$ cat src/rtl/pong_pkg.sv
// rtl/pong_pkg.sv - shared FSM state, priority and counter-width definitions for pong_sound_fx
// ST_TONE2 is only declared when SOUND_SCORE_SWEEP_EN is defined.
package pong_pkg;

    typedef enum logic [1:0] {
        ST_IDLE = 2'd0,
        ST_TONE = 2'd1
`ifdef SOUND_SCORE_SWEEP_EN
        , ST_TONE2 = 2'd2
`endif
    } fx_state_t;

    localparam logic [1:0] PRI_WALL   = 2'd0;
    localparam logic [1:0] PRI_PADDLE = 2'd1;
    localparam logic [1:0] PRI_SCORE  = 2'd2;

    localparam int HALF_W = 18;
    localparam int PRE_W  = 17;
    localparam int MS_W   = 9;

endpackage

$ cat src/rtl/sound_tone_counter.sv
// rtl/sound_tone_counter.sv - loadable half-period divider producing the square-wave tone bit
// load restarts the divider with a cleared tone bit; clear parks it at zero.
module sound_tone_counter
    import pong_pkg::*;
(
    input  logic              clk,
    input  logic              rst_n,
    input  logic              clear,
    input  logic              load,
    input  logic [HALF_W-1:0] half,
    output logic              tone
);

    logic [HALF_W-1:0] count;

    always_ff @(posedge clk or negedge rst_n) begin
        if (!rst_n) begin
            count <= '0;
            tone  <= 1'b0;
        end else if (clear) begin
            count <= '0;
            tone  <= 1'b0;
        end else if (load) begin
            count <= half - 1'b1;
            tone  <= 1'b0;
        end else if (count == '0) begin
            count <= half - 1'b1;
            tone  <= ~tone;
        end else begin
            count <= count - 1'b1;
        end
    end

endmodule

$ cat src/rtl/pong_sound_fx.sv
// rtl/pong_sound_fx.sv - prioritised, preemptible sound-effect player driving the speaker pin
// SOUND_SCORE_SWEEP_EN: score plays a two-note falling jingle (TONE then TONE2).
module pong_sound_fx
    import pong_pkg::*;
#(
    parameter int unsigned MS_CYCLES   = 100000,
    parameter int unsigned PADDLE_HALF = 113636,
    parameter int unsigned WALL_HALF   = 227272,
    parameter int unsigned SCORE_HALF  = 56818,
    parameter int unsigned PADDLE_MS   = 50,
    parameter int unsigned WALL_MS     = 30,
    parameter int unsigned SCORE_MS    = 250
) (
    input  logic Clock,
    input  logic Reset,
    input  logic paddleHit,
    input  logic wallHit,
    input  logic score,
    input  logic mute,
    output logic Speaker,
    output logic busy
);

`ifdef SOUND_SCORE_SWEEP_EN
    localparam int unsigned SCORE_TONE_MS = SCORE_MS / 2;
    localparam logic [MS_W-1:0] SWEEP2_DUR = MS_W'(SCORE_MS / 2 - 1);
`else
    localparam int unsigned SCORE_TONE_MS = SCORE_MS;
`endif

    if (MS_CYCLES < 1 || MS_CYCLES > 2**PRE_W) begin : g_bad_ms_cycles
        $error("MS_CYCLES does not fit the prescaler");
    end
    if (PADDLE_HALF < 1 || PADDLE_HALF >= 2**HALF_W || WALL_HALF < 1 || WALL_HALF >= 2**HALF_W
        || SCORE_HALF < 1 || SCORE_HALF >= 2**HALF_W) begin : g_bad_half
        $error("half-period parameter does not fit the tone counter");
    end
    if (PADDLE_MS < 1 || PADDLE_MS > 2**MS_W || WALL_MS < 1 || WALL_MS > 2**MS_W
        || SCORE_TONE_MS < 1 || SCORE_TONE_MS > 2**MS_W) begin : g_bad_ms
        $error("effect duration does not fit the ms counter");
    end

    localparam logic [HALF_W-1:0] PADDLE_H = HALF_W'(PADDLE_HALF);
    localparam logic [HALF_W-1:0] WALL_H   = HALF_W'(WALL_HALF);
    localparam logic [HALF_W-1:0] SCORE_H  = HALF_W'(SCORE_HALF);
    localparam logic [PRE_W-1:0]  PRE_LOAD = PRE_W'(MS_CYCLES - 1);

    fx_state_t         state, state_next;
    logic              prev_paddle, prev_wall, prev_score;
    logic              ev_paddle, ev_wall, ev_score, ev_any;
    logic [1:0]        ev_pri, cur_pri;
    logic [HALF_W-1:0] ev_half, cur_half, load_half;
    logic [MS_W-1:0]   ev_dur, ms_cnt;
    logic [PRE_W-1:0]  pre_cnt;
    logic              tick, done, start, to_tone2, tone;

    assign ev_paddle = paddleHit & ~prev_paddle;
    assign ev_wall   = wallHit & ~prev_wall;
    assign ev_score  = score & ~prev_score;
    assign ev_any    = ev_paddle | ev_wall | ev_score;
    assign tick      = (pre_cnt == '0);
    assign done      = tick && (ms_cnt == '0);

    always_comb begin
        ev_pri  = PRI_WALL;
        ev_half = WALL_H;
        ev_dur  = MS_W'(WALL_MS - 1);
        if (ev_score) begin
            ev_pri  = PRI_SCORE;
            ev_half = SCORE_H;
            ev_dur  = MS_W'(SCORE_TONE_MS - 1);
        end else if (ev_paddle) begin
            ev_pri  = PRI_PADDLE;
            ev_half = PADDLE_H;
            ev_dur  = MS_W'(PADDLE_MS - 1);
        end
    end

    // Equal priority also restarts, so a repeated hit replays its effect from the top.
    always_comb begin
        state_next = state;
        start      = 1'b0;
        to_tone2   = 1'b0;
        if (ev_any && (state == ST_IDLE || ev_pri >= cur_pri)) begin
            start      = 1'b1;
            state_next = ST_TONE;
        end else if (state != ST_IDLE && done) begin
`ifdef SOUND_SCORE_SWEEP_EN
            if (state == ST_TONE && cur_pri == PRI_SCORE) begin
                to_tone2   = 1'b1;
                state_next = ST_TONE2;
            end else
`endif
                state_next = ST_IDLE;
        end
    end

    always_ff @(posedge Clock or negedge Reset) begin
        if (!Reset) begin
            state       <= ST_IDLE;
            prev_paddle <= 1'b0;
            prev_wall   <= 1'b0;
            prev_score  <= 1'b0;
            cur_pri     <= PRI_WALL;
            cur_half    <= '0;
            pre_cnt     <= '0;
            ms_cnt      <= '0;
        end else begin
            state       <= state_next;
            prev_paddle <= paddleHit;
            prev_wall   <= wallHit;
            prev_score  <= score;
            if (start) begin
                cur_pri  <= ev_pri;
                cur_half <= ev_half;
                pre_cnt  <= PRE_LOAD;
                ms_cnt   <= ev_dur;
`ifdef SOUND_SCORE_SWEEP_EN
            end else if (to_tone2) begin
                cur_half <= PADDLE_H;
                pre_cnt  <= PRE_LOAD;
                ms_cnt   <= SWEEP2_DUR;
`endif
            end else if (state_next == ST_IDLE) begin
                cur_pri  <= PRI_WALL;
                cur_half <= '0;
                pre_cnt  <= '0;
                ms_cnt   <= '0;
            end else begin
                pre_cnt <= tick ? PRE_LOAD : pre_cnt - 1'b1;
                if (tick) ms_cnt <= ms_cnt - 1'b1;
            end
        end
    end

    assign load_half = start ? ev_half : (to_tone2 ? PADDLE_H : cur_half);

    sound_tone_counter u_tone (
        .clk   (Clock),
        .rst_n (Reset),
        .clear (state_next == ST_IDLE),
        .load  (start | to_tone2),
        .half  (load_half),
        .tone  (tone)
    );

    assign Speaker = tone & ~mute;
    assign busy    = (state != ST_IDLE);

endmodule

$ cat config.mk
export PLATFORM = sky130hd
export DESIGN_NAME = pong_sound_fx
export DESIGN_NICKNAME = d
export VERILOG_FILES = /design/src/rtl/pong_pkg.sv /design/src/rtl/sound_tone_counter.sv /design/src/rtl/pong_sound_fx.sv
export SDC_FILE = /design/constraint.sdc
export NUM_CORES = 1
export LEC_CHECK = 0
export ABC_AREA = 1
export BUFFER_PORTS_ARGS = -buffer_cell sky130_fd_sc_hd__buf_2
export CORE_MARGIN = 4
export CORE_UTILIZATION = 45
export CTS_CLUSTER_DIAMETER = 60
export DETAILED_ROUTE_END_ITERATION = 10
export SETUP_SLACK_MARGIN = 0.15
export SLEW_MARGIN = 25
export SYNTH_ARGS = -nofsm -noshare
export SYNTH_HDL_FRONTEND = slang
export SYNTH_SLANG_ARGS = --single-unit
$ cat constraint.sdc
create_clock -name Clock -period 4.9 [get_ports Clock]
set_input_delay 0.735 -clock Clock [delete_from_list [all_inputs] [get_ports Clock]]
set_output_delay 0.735 -clock Clock [all_outputs]
set_load 0.005 [all_outputs]
==> results by group <==
Die
  – Num ports: 8
  – Chip Width: 95.5 um
  – Initial Util: 46.8%
  – Die area: 0.00913 mm^2
  – FP Rows: 31
  – Die height: 95.5 um
  – Core Area: 0.00737 mm^2

Setup path
  – Crit-path most repeated cell: nand2_1
  – CP Capture Type: flip-flop
  – Crit-path leading delay family: simple AND/OR/NAND/NOR gates
  – WP data required: 5.16 ns
  – Crit start category: primary input
  – Critical path class: primary input to flip-flop
  – Crit path launch: score
  – CP peak stage delay: 0.31 ns
  – Crit-path slowest cell: ha_1
  – Critical-path maximum fanout: 22
  – Cells along the critical path: buf_2, nand2_1, nand3_1, ha_1, inv_1, nand2_1, nand2_1, nand2_4, nand2_4, nand2_1, nand2_1, inv_1, ha_1, nand3_1, nor2_2, nand3_1, nand2_1, nand2_1, a21oi_1
  – Buf/Inv on CP: 3
  – Worst Path Arrival: 3.00 ns
  – Worst reg2reg startpoint: prev_score

GRT
  – GR Overflow Total: 0
  – Antenna violations before repair: 0
  – First-pass GRT wire length: 12700 um
  – Vias in the first global route: 2744
  – GRT Util Overall: 17.8%
  – Largest net degree at the start of global routing: 58

Flow run
  – Max-cap violations: 0

Synth
  – Synth unique cells: 34
  – Synthesized area: 0.00345 mm^2
  – Sequential fraction of the synthesis area: 41.4%
  – Net count after synthesis: 463
  – Syn Area/Cell: 7.65 um^2
  – Cells after Synth: 451
  – Synth Warn #: 0
  – Yosys reg bits: 57

Layout
  – Synthesis-to-finish area growth: 8.71%
  – Diode count: 0
  – Layout cell share with drive strength beyond 1: 11.3%
  – Final nets: 477

Power and ir drop
  – Worst vdd ir: 0.218 mV
  – Leakage: 1.84 nW
  – Pwr/cell area: 450 mW/mm^2

CTS
  – Reg clk slew, reported paths: 0.08 ns
  – Hold buffers post-CTS: 0
  – Postcts setup bufs: 0
  – Sink Count: 57
  – Max clock buf depth: 2
  – Clk Latency, worst-skew pair: 0.34 ns
  – PostCTS Resize Cnt: 0
  – CTS tree: yes
  – CTS buffer count: 9
  – CTS H-Tree Depth: 3
  – Root Driver: clkbuf_8

Timing
  – Min Hold Slack: 0.511 ns
  – Worst Skew: 0.0165 ns
  – RSZ-0062 raised after global routing: false
  – Setup violations, final: 0
  – Final hold violations: 0
  – Minimum period implied by the final worst setup slack: 2.75 ns
  – Highest clock rate: 364 MHz
  – TNS Setup: 0 ns
  – Slew HR: 52.4%
  – Worst-margin pin slew: 0.714 ns
  – Tcrit/Tclk final: 56.0%
  – Fin. max-slew vios: 0

Place
  – IO buf count: 7
  – RePlAce Congestion: 0.862
  – Post-detail-place hpwl: 5150 um

Drt
  – WL final: 7040 um
  – Pre-Repair DR Iteration Count: 4
  – DRT iter0 DRCs: 112
  – Drt drc: 0
  – Vias per cell: 4.89
  – Via count: 2780
  – Post-DR wirelength/cell: 12.4 um
  – DRT antenna net count: 0

Status
  – Status: finished clean

Worst hold path
  – Hold Path Class: primary input to async pin
## state kept, by name, indices dropped and copies added (netlist names)
name          count
cur_half          6
cur_pri           1
ms_cnt            9
pre_cnt          17
prev_paddle       1
prev_score        1
prev_wall         1
state             2
u_tone.count     18
u_tone.tone       1
## cell type report
class / count / area (um^2)
repair buffers: 8 / 42.5
inverters: 74 / 283
clock buffers: 10 / 128
fillers: 752 / 3620
multi-input cells: 315 / 1690
flip-flops and latches: 57 / 1430
clock inverters: 6 / 58.8
well taps: 99 / 124
## cell usage after synthesis
library cell / count / area share [%]
nand2_1: 101 / 11
inv_1: 72 / 7.8
nor2_1: 58 / 6.3
dfrtp_1: 57 / 41
o21ai_0: 25 / 3.6
nand3_1: 22 / 3.2
xor2_1: 21 / 5.3
a21oi_1: 17 / 2.5
nor3_1: 12 / 1.7
xnor2_1: 11 / 2.8
nor2_2: 8 / 1.5
ha_1: 6 / 2.2
nand4_1: 5 / 0.91
nand2_2: 3 / 0.54
nand2_4: 3 / 0.98
nor3_2: 3 / 0.87
o21ai_2: 3 / 0.76
buf_4: 2 / 0.44
buf_6: 2 / 0.65
nand3_2: 2 / 0.58
nor2_4: 2 / 0.65
o2111ai_1: 2 / 0.51
o211ai_1: 2 / 0.44
o21ai_1: 2 / 0.29
buf_8: 1 / 0.44
inv_2: 1 / 0.11
inv_6: 1 / 0.25
nand3_4: 1 / 0.51
nand4_2: 1 / 0.36
nand4_4: 1 / 0.62
nor3b_1: 1 / 0.22
nor4_1: 1 / 0.18
o21a_1: 1 / 0.22
or2_2: 1 / 0.18
## cells in the final DEF, fill, tap and decap left out
cell type | Yosys | routed
nand3_2 | 2 | 2
nand3_4 | 1 | 1
xor2_1 | 21 | 21
nor2_4 | 2 | 2
xnor2_1 | 11 | 11
o211ai_1 | 2 | 2
nand2_1 | 101 | 101
clkinv_4 | 0 | 1
inv_6 | 1 | 1
nand4_2 | 1 | 1
o21ai_1 | 2 | 2
ha_1 | 6 | 6
a21oi_1 | 17 | 17
nor2_2 | 8 | 8
inv_1 | 72 | 72
nand2_2 | 3 | 3
o2111ai_1 | 2 | 2
nor2_1 | 58 | 58
nand4_1 | 5 | 5
dfrtp_1 | 57 | 57
buf_2 | 0 | 7
o21ai_2 | 3 | 3
nor3b_1 | 1 | 1
bufinv_16 | 0 | 1
nor3_1 | 12 | 12
buf_4 | 2 | 1
nor4_1 | 1 | 1
o21a_1 | 1 | 1
or2_2 | 1 | 1
inv_2 | 1 | 1
clkbuf_1 | 0 | 1
nand2_4 | 3 | 3
clkinv_2 | 0 | 4
clkbuf_8 | 0 | 9
nand3_1 | 22 | 22
nand4_4 | 1 | 1
o21ai_0 | 25 | 25
nor3_2 | 3 | 3
## metrics by stage
stage / std cells / cell area, um^2 / util (%) / power, mW / setup slack, ns
finish: 569 / 3750 / 50.9 / 1.69 / 2.15
global route: 569 / 3750 / 50.9 / 1.83 / 1.80
CTS: 569 / 3750 / 50.9 / 1.70 / 2.16
detailed placement: 553 / 3560 / 48.3 / 1.27 / 1.81
global placement: 553 / 3560 / 48.3 / 1.25 / 1.97
floorplan: 451 / 3450 / - / 1.13 / 2.27
## power breakdown
part	switching, mW	internal, mW	leakage (nW)	total (mW)
Sequential	0.0906	0.589	0.648	0.679
Clock	0.196	0.232	0.0998	0.428
Combinational	0.373	0.206	1.09	0.579
Total	0.660	1.03	1.84	1.69
## per-layer routing
| metal | GRT usage [%] | routed length [um] |
|---|---|---|
| met4 | 6.87 | 128 |
| met1 | 25.4 | 3680 |
| met2 | 27.3 | 3050 |
| met5 | 0 | 0 |
| met3 | 2.60 | 186 |
## worst paths after layout
path,cells after the start,slack (ns),endpoint
min,2,0.51,pre_cnt[6]
max in group asynchronous,2,3.89,u_tone.count[8]
max,19,2.15,u_tone.count[11]
max reg2reg,19,2.31,u_tone.count[11]
min in group Clock,1,0.51,prev_wall
min reg2reg,1,0.51,cur_half[3]
## kinds of logic after synthesis
group,synth area share (%)
flops,41.4
xor+xnor,8.13
buf+inv,9.72
simple gates,30.3
fa+ha+maj,2.18
compound gates,8.31
## worst reg2reg max path: stages (launching register included)
cell and delay (ns):
dfrtp_1 0.33, inv_1 0.04, nand2_1 0.12, nand3_1 0.14
ha_1 0.31, inv_1 0.04, nand2_1 0.05, nand2_1 0.08
nand2_4 0.12, nand2_4 0.17, nand2_1 0.12, nand2_1 0.08
inv_1 0.08, ha_1 0.18, nand3_1 0.09, nor2_2 0.16
nand3_1 0.12, nand2_1 0.08, nand2_1 0.06, a21oi_1 0.16
Note: power is estimated with default switching activity, not from simulation.
